## config.mk

```make
export PLATFORM = sky130hd
export DESIGN_NAME = seq_sqrt
export DESIGN_NICKNAME = d
export VERILOG_FILES = /design/src/rtl/sqrt_pkg.sv /design/src/rtl/sqrt_step.sv /design/src/rtl/seq_sqrt.sv
export SDC_FILE = /design/constraint.sdc
export NUM_CORES = 1
export LEC_CHECK = 0
export ABC_AREA = 1
export ABC_CLOCK_PERIOD_IN_PS = 2430
export CORE_UTILIZATION = 60
export CTS_BUF_LIST = sky130_fd_sc_hd__clkbuf_4 sky130_fd_sc_hd__clkbuf_8 sky130_fd_sc_hd__clkbuf_16
export CTS_CLUSTER_SIZE = 25
export DETAILED_ROUTE_END_ITERATION = 10
export DONT_BUFFER_PORTS = 1
export PLACE_DENSITY_LB_ADDON = 0.1
export RECOVER_POWER = 25
export SLEW_MARGIN = 10
export SYNTH_ARGS = -nofsm -noshare
export SYNTH_HDL_FRONTEND = slang
export SYNTH_SLANG_ARGS = --single-unit
export TNS_END_PERCENT = 50
```

## constraint.sdc

```tcl
create_clock -name clk -period 2.43 [get_ports clk]
set_input_delay 0.486 -clock clk [delete_from_list [all_inputs] [get_ports clk]]
set_output_delay 0.486 -clock clk [all_outputs]
set_load 0.005 [all_outputs]
```

## src/rtl/sqrt_pkg.sv

```systemverilog
// Shared types and width helpers for the sequential square-root block.
//   state_t  : controller states IDLE / CALC / DONE
//   calc_qw  : root width for a given radical width
//   calc_rw  : remainder width for a given radical width
package sqrt_pkg;

  typedef enum logic [1:0] {
    IDLE = 2'd0,
    CALC = 2'd1,
    DONE = 2'd2
  } state_t;

  function automatic int unsigned calc_qw(input int unsigned width);
    return (width + 1) / 2;
  endfunction

  function automatic int unsigned calc_rw(input int unsigned width);
    return calc_qw(width) + 1;
  endfunction

endpackage

```

## src/rtl/sqrt_step.sv

```systemverilog
// One combinational restoring square-root step.
//   r_in  : partial remainder (RW+1 bits, top two bits always zero on entry)
//   q_in  : partial root
//   bits  : next radical bit pair, MSB pair first
//   r_out : updated remainder
//   q_out : updated root (one more bit resolved)
module sqrt_step #(
  parameter int unsigned QW = 8,
  parameter int unsigned RW = QW + 1
) (
  input  logic [RW:0]   r_in,
  input  logic [QW-1:0] q_in,
  input  logic [1:0]    bits,
  output logic [RW:0]   r_out,
  output logic [QW-1:0] q_out
);

  logic [RW:0] shifted;
  logic [RW:0] trial;
  logic [1:0]  r_top_unused;

  // The remainder never exceeds 2q, so 4r+bits cannot spill out of RW+1 bits.
  assign r_top_unused = r_in[RW:RW-1];

  always_comb begin
    shifted = {r_in[RW-2:0], bits};
    trial   = {q_in, 2'b01};
    r_out   = shifted;
    q_out   = QW'({q_in, 1'b0});
    if (shifted >= trial) begin
      r_out = shifted - trial;
      q_out = QW'({q_in, 1'b1});
    end
  end

endmodule

```

## src/rtl/seq_sqrt.sv

```systemverilog
// Sequential integer square root with valid/ready handshakes and a user tag.
//   clk, aclr_n     : rising-edge clock, asynchronous active-low clear
//   ena             : clock enable, freezes everything when low
//   flush           : synchronous abort back to IDLE
//   in_valid/ready  : radical + in_tag input handshake
//   out_valid/ready : q, remainder, out_tag output handshake
//   q               : floor(sqrt(radical)), remainder : radical - q*q
module seq_sqrt
  import sqrt_pkg::*;
#(
  parameter int unsigned WIDTH           = 16,
  parameter int unsigned STEPS_PER_CYCLE = 1,
  parameter int unsigned TAG_W           = 4,
  localparam int unsigned QW             = calc_qw(WIDTH),
  localparam int unsigned RW             = calc_rw(WIDTH)
) (
  input  logic             clk,
  input  logic             aclr_n,
  input  logic             ena,
  input  logic             flush,
  input  logic             in_valid,
  output logic             in_ready,
  input  logic [WIDTH-1:0] radical,
  input  logic [TAG_W-1:0] in_tag,
  output logic             out_valid,
  input  logic             out_ready,
  output logic [QW-1:0]    q,
  output logic [RW-1:0]    remainder,
  output logic [TAG_W-1:0] out_tag
);

  localparam int unsigned S     = STEPS_PER_CYCLE;
  localparam int unsigned DW    = 2 * QW;
  localparam int unsigned NCYC  = QW / S;
  localparam int unsigned CNT_W = (NCYC > 1) ? $clog2(NCYC) : 1;

  state_t             state;
  logic [DW-1:0]      rad_sh;
  logic [QW-1:0]      q_acc;
  logic [RW:0]        r_acc;
  logic [CNT_W-1:0]   cnt;
  logic [TAG_W-1:0]   tag_hold;
  logic [QW-1:0]      q_next;
  logic [RW:0]        r_next;

  // Ready when idle, or when the held result is being taken this cycle.
  assign in_ready = (state == IDLE) || ((state == DONE) && out_ready);

  // Chain of S restoring steps fed from the top bit pairs of the operand shifter.
  for (genvar i = 0; i < S; i++) begin : g_step
    logic [RW:0]   r_i;
    logic [RW:0]   r_o;
    logic [QW-1:0] q_i;
    logic [QW-1:0] q_o;
    if (i == 0) begin : g_first
      assign r_i = r_acc;
      assign q_i = q_acc;
    end else begin : g_next
      assign r_i = g_step[i-1].r_o;
      assign q_i = g_step[i-1].q_o;
    end
    sqrt_step #(
      .QW(QW),
      .RW(RW)
    ) u_step (
      .r_in (r_i),
      .q_in (q_i),
      .bits (rad_sh[DW-1-2*i -: 2]),
      .r_out(r_o),
      .q_out(q_o)
    );
  end

  assign q_next = g_step[S-1].q_o;
  assign r_next = g_step[S-1].r_o;

  // Controller, operand/accumulator registers and output registers.
  always_ff @(posedge clk or negedge aclr_n) begin
    if (!aclr_n) begin
      state     <= IDLE;
      rad_sh    <= '0;
      q_acc     <= '0;
      r_acc     <= '0;
      cnt       <= '0;
      tag_hold  <= '0;
      q         <= '0;
      remainder <= '0;
      out_tag   <= '0;
      out_valid <= 1'b0;
    end else if (ena) begin
      if (flush) begin
        state     <= IDLE;
        out_valid <= 1'b0;
      end else begin
        case (state)
          IDLE: begin
            if (in_valid) begin
              rad_sh   <= DW'(radical);
              tag_hold <= in_tag;
              q_acc    <= '0;
              r_acc    <= '0;
              cnt      <= '0;
              state    <= CALC;
            end
          end
          CALC: begin
            rad_sh <= rad_sh << (2 * S);
            q_acc  <= q_next;
            r_acc  <= r_next;
            if (cnt == CNT_W'(NCYC - 1)) begin
              state     <= DONE;
              out_valid <= 1'b1;
              q         <= q_next;
              remainder <= r_next[RW-1:0];
              out_tag   <= tag_hold;
            end else begin
              cnt <= cnt + CNT_W'(1);
            end
          end
          DONE: begin
            if (out_ready) begin
              out_valid <= 1'b0;
              if (in_valid) begin
                rad_sh   <= DW'(radical);
                tag_hold <= in_tag;
                q_acc    <= '0;
                r_acc    <= '0;
                cnt      <= '0;
                state    <= CALC;
              end else begin
                state <= IDLE;
              end
            end
          end
          default: begin
            state     <= IDLE;
            out_valid <= 1'b0;
          end
        endcase
      end
    end
  end

endmodule

```

==> impl_metrics.ini, run 1 <==
[status]
outcome = complete, but fails checks
violations = capacitance limit, slew limit

[min_path]
worstHoldStart = in_tag[0]
hold_path_class = in2reg
whs_path_depth = 2

[floorplanning]
io_pins = 49
rows = 26
die_h_um = 76.4
core-area_um2 = 5200
start_util_pct = 63.8
die_w_um = 76.4
die-area_um2 = 5840

[critical_path]
crit_required_ns = 2.71
end_kind = register
path_cells = inv_1 -> ha_1 -> nand2_1 -> nand2_1 -> a21oi_1 -> nand4_1 -> nand2_1 -> nand3_1 -> nand2_1
critPathMaxFanout = 10
worst_r2r_path_depth = 9
cp-start-kind = register
cpMostUsedCell = nand2_1
critPathSlowestCell = nand4_1
r2r_setup_slack_ns = 0.40
reg2reg_from = g_step[0].q_i[5]
arrival_ns = 2.31
critPathKind = reg2reg
cp-startpoint = g_step[0].q_i[5]
timing.critical_path.slowest_cell_delay_ns = 0.39

[place]
dp_slack_ns = 0.410
portBuffers = 0
hpwl_mm = 4.67
gp_congestion = 0.947

[drt]
dr.pass1.iters = 4
antenna_left = 0
via_count = 2627
drc_errors = 0
dr.first_iter.drc_count = 119
via_per_inst = 5.33
wirelength_mm = 6.75
wl_per_cell_um = 13.7

[yosys]
synth_cell_types = 28
ys_seq_area_share_pct = 47.5
synthTopCellsByArea = dfrtp_1 (47%), nand2_1 (17%), inv_1 (6.4%), ha_1 (4.5%), nand3_1 (4.5%)
synth_top_area_share_pct = 47.5
syn_nets = 452
avgSynthCellArea_um2 = 8.02
yosys.area.top_type = dfrtp_1
yosys_warnings = 0
ys_ff_latch = 63
synth_area_um2 = 3320
synth_cells = 414

[cells_and_area]
antenna_cells = 0
drive_gt1_share_pct = 8.98
final_nets = 457
area_growth_pct = 7.19

[sta]
max_freq_mhz = 493
slew_headroom_pct = -0.0834
grt_setup_unrepaired = false
setup_ws_ns = 0.402
fin_crit_ns = 2.03
hold_slack_ns = 0.260
setup_viol = 0
clock_skew_ns = 0.00603
fin_tns_setup_ns = 0
fin_crit_sh_pct = 83.5
finalHoldViolCount = 0
tightest_slew_ns = 1.50
finalMaxSlewViolations = 40

[power_and_ir_drop]
ir_drop_mv = 0.626
total_leakage_power_nw = 1.92
powerDensity_nw_per_um2 = 1190

[cts]
cts-root-buf = clkbuf_8
cts_buffer_depth = 2
cts_max_level = 3
cts_resized = 0
clock_latency_ns = 0.34
cts_buffers = 9
cts_tree = built
clkSinkCount = 63
clk_pin_slew_worst_paths_ns = 0.07

[global_routing]
grt_pass1_wl_mm = 11.7
first_global_vias = 2568
antenna_found_initial = 0
grt-ovfl-total = 0
grt_usage_pct = 26.1
grt_max_degree = 64

[flow_run]
maxCapViolations = 1
==> Yosys cell counts, drive strengths merged <==
cell	n
ha	12
a21oi	7
o22ai	8
dfrtp	63
nor2	17
xor2	2
nand3b	2
inv	61
clkinv	1
o21ai	30
clkbuf	1
xnor2	1
nand2	151
o211ai	14
buf	11
nand3	30
nand4	3
==> per-layer routing <==
layer | GRT usage (%) | routed length [um] | vias to the layer above
li1 | - | - | 1324
met1 | 31.2 | 2920 | 1220
met2 | 44.5 | 3320 | 70
met3 | 7.66 | 388 | 13
met4 | 9.81 | 125 | 0
met5 | 0 | 0 | -
==> flip-flops by register name, indices dropped and copies added, names as in the netlist <==
signal / count
cnt: 3
g_step.q_i: 8
g_step.r_i: 8
out_tag: 4
out_valid: 1
q: 8
rad_sh: 16
remainder: 9
state: 2
tag_hold: 4
==> metrics by stage <==
step	utilization, %	cells	cell area [um^2]	total power (W)
3_3_place_gp	64.4	477	3350	0.00325
6_report	68.4	493	3560	0.00424
4_1_cts	68.8	493	3580	0.00425
2_1_floorplan	-	414	3320	0.00286
3_5_place_dp	64.4	477	3350	0.00329
5_1_grt	68.4	493	3560	0.00463
==> what timing repair did <==
action	CTS	global route
hold buffers	1	0
setup buffers	0	0
hold endpoints to repair	63	0
==> cells by family (layout without fill, tap and decap cells) <==
family,count (synthesis),after routing,share of synthesized area (%)
compound gates,59,59,11.3
fa+ha+maj,12,12,4.52
flops,63,63,47.5
buf+inv,74,83,9.87
simple gates,203,203,26.1
xor+xnor,3,3,0.791
==> area by class of cell <==
class	instances	area, um^2
multi-input cells	277	1420
inverters	62	235
flip-flops and latches	63	1580
fillers	430	1640
clock inverters	3	42.5
well taps	70	87.6
repair buffers	6	42.5
clock buffers	12	159
==> power breakdown <==
| group | total (W) | switching (W) | leakage [nW] | internal (W) |
|---|---|---|---|---|
| sequential | 0.00134 | 0.000105 | 0.839 | 0.00124 |
| combinational | 0.00198 | 0.00132 | 0.976 | 0.000655 |
| clock | 0.000922 | 0.000388 | 0.102 | 0.000534 |
==> worst paths after layout <==
kind	to
min	tag_hold[0]
max reg2reg	remainder[7]
min reg2reg	tag_hold[2]
min in group asynchronous	g_step[0].q_i[5]
max	remainder[7]
max in group asynchronous	rad_sh[13]
==> cell usage in the layout, fill, tap and decap left out, types with 5 or more instances in the layout <==
| cell | n |
|---|---|
| a21oi_1 | 7 |
| buf_4 | 5 |
| clkbuf_8 | 11 |
| dfrtp_1 | 63 |
| ha_1 | 12 |
| inv_1 | 57 |
| nand2_1 | 150 |
| nand3_1 | 30 |
| nor2_1 | 12 |
| o211ai_1 | 8 |
| o211ai_2 | 6 |
| o21ai_1 | 25 |
| o22ai_1 | 8 |
==> critical path, delay by kind of cell (launching register included) <==
kind,cells,cell delay (ns)
compound gates,1,0.17
simple gates,6,1.00
fa+ha+maj,1,0.29
buf+inv,1,0.14
flops,1,0.36
Note: power is estimated with default switching activity, not from simulation.
==> run 2, diff against run 1 <==
- ABC_CLOCK_PERIOD_IN_PS: 2430 -> 1760
- CORE_UTILIZATION: 60 -> 57
- clock period: 2.43 -> 1.76 ns (I/O delays scaled with it)
==> run 2 against run 1 <==
The flow finishes with violations (hold timing). Sequential share of layout area is 5.5 points lower. Hold slack worse by 0.56 ns. Routed wire length is 16% higher. Total power is 77% higher. Combinational power is 120% higher. Sequential power is 40% higher. Global-route usage is 0.18 points lower. Clock-buffer cell count stayed put. Register-to-register slack worse by 0.38 ns. Cell count is 6.3% higher. Largest power group unchanged.
==> impl_metrics.ini, run 2 (synthesis gave the netlist of run 1 again) <==
[critical_path]
critPathKind = reg2reg
cp-startpoint = g_step[0].r_i[3]
end_kind = register
arrival_ns = 1.96
worst_r2r_path_depth = 10
critPathMaxFanout = 9
cp-start-kind = register
reg2reg_from = g_step[0].r_i[3]
crit_required_ns = 1.99

[sta]
clock_skew_ns = 0.0120
slew_headroom_pct = 71.7
finalMaxSlewViolations = 0
hold_slack_ns = -0.302
setup_viol = 0
tightest_slew_ns = 0.420
max_freq_mhz = 576
grt_setup_unrepaired = true
fin_crit_ns = 1.74
finalHoldViolCount = 63
fin_crit_sh_pct = 98.6

[cells_and_area]
fillerInstances = 434
largest_reg_flops = 16
top_register = rad_sh
top_regs = rad_sh: 16 flops, remainder: 9 flops
layout_common_cells = nand2_1 (141), dfrtp_1 (63), inv_1 (46)
area_growth_pct = 22.5
final_nets = 485
mostFrequentLayoutCell = nand2_1
drive_gt1_share_pct = 24.3
antenna_cells = 0
instances_no_fill = 524

[drt]
drc_errors = 0
antenna_left = 0
dr.first_iter.drc_count = 150
wirelength_mm = 7.81
dr.pass1.iters = 5
wl_per_cell_um = 14.9
via_count = 2868
via_per_inst = 5.47

[power_and_ir_drop]
total_leakage_power_nw = 2.10
design_power_total_w = 0.00750
ir_drop_mv = 0.971
powerDensity_nw_per_um2 = 1840

[status]
outcome = complete, but fails checks
violations = hold timing

[global_routing]
first_global_vias = 2646
grt_usage_pct = 25.9
grt_pass1_wl_mm = 12.1
grt-ovfl-total = 0
busiest_layer = met2
met3_usage_pct = 5.00
grt_max_degree = 64
grtUsageMet2_pct = 42.4
antenna_found_initial = 0
use_met1_pct = 32.1

[floorplanning]
die_h_um = 78.3
rows = 27
die-area_um2 = 6140
die_w_um = 78.3
io_pins = 49
start_util_pct = 59.6
core-area_um2 = 5570

[place]
hpwl_mm = 4.97
dp_cells = 502
gp_congestion = 0.869
portBuffers = 0

[cts]
cts_tree = built
clock_latency_ns = 0.34
cts_buffers = 9
cts-root-buf = clkbuf_8
clk_pin_slew_worst_paths_ns = 0.08
cts_max_level = 3
clkSinkCount = 63
cts_buffer_depth = 2

[min_path]
hold_path_class = in2async

[flow_run]
maxCapViolations = 0
-- run 2: changes by cell type in the layout (fill, tap and decap cells not counted), sizes merged --
cell / before / now
buf: 5 / 34
clkbuf: 13 / 12
clkinvlp: 1 / 2
-- run 2: final timing paths --
path / to / slack [ns]
min reg2reg: tag_hold[1] / 0.47
max in group asynchronous: state[1] / 1.96
max: g_step[0].r_i[4] / 0.02
min: remainder[6] / -0.30
min in group clk: tag_hold[3] / 0.13
max reg2reg: g_step[0].r_i[4] / 0.02
-- run 2: through the flow --
stage / cell area, um^2 / utilization, % / TNS, ns / worst slack (ns) / hold slack [ns]
2_1_floorplan: 3320 / - / 0 / 0.0519 / 0.0564
3_3_place_gp: 3550 / 63.8 / 0 / 0.0178 / 0.0580
3_5_place_dp: 3550 / 63.8 / -0.201 / -0.0401 / 0.0579
4_1_cts: 3800 / 68.1 / 0 / 0.000704 / -0.309
5_1_grt: 4070 / 73.0 / -0.332 / -0.102 / -0.310
6_report: 4070 / 73.0 / 0 / 0.0249 / -0.302
-- run 2: timing repair --
action | 4_1_cts | 5_1_grt
endpoints found under the hold margin | 63 | 63
gates resized for setup | 6 | 53
setup endpoints to repair | 14 | 20
setup buffers | 0 | 5
gates cloned | 1 | 0
pin swaps | 0 | 13
-- run 2: report_power, final --
group / leakage, nW / switching, W / internal, W / total (W)
clock: 0.102 / 0.000586 / 0.000750 / 0.00134
combinational: 1.16 / 0.00258 / 0.00171 / 0.00430
sequential: 0.839 / 0.000159 / 0.00171 / 0.00187
total: 2.10 / 0.00333 / 0.00417 / 0.00750
-- run 2: layer usage --
| metal | up-vias | share of wire [%] |
|---|---|---|
| met5 | - | 0 |
| met1 | 1367 | 41 |
| li1 | 1389 | - |
| met2 | 88 | 50 |
| met3 | 24 | 5.4 |
| met4 | 0 | 2.7 |
-- run 2: area by class of cell --
cell class | instances | area (um^2) | area share (%)
repair buffers | 34 | 295 | 7.25
flip-flops and latches | 63 | 1580 | 38.7
clock buffers | 12 | 159 | 3.90
multi-input cells | 277 | 1660 | 40.8
well taps | 72 | 90.1 | 2.21
clock inverters | 4 | 53.8 | 1.32
inverters | 62 | 235 | 5.78
-- run 2: worst max-delay path: stages (launching register included) --
cell	delay (ns)
dfrtp_1	0.43
ha_4	0.31
nand2_2	0.08
nor2_1	0.14
nand2_1	0.10
nand3_2	0.14
nand2_8	0.12
nand3_1	0.10
nand2_1	0.09
nand2_1	0.08
nand2_1	0.05
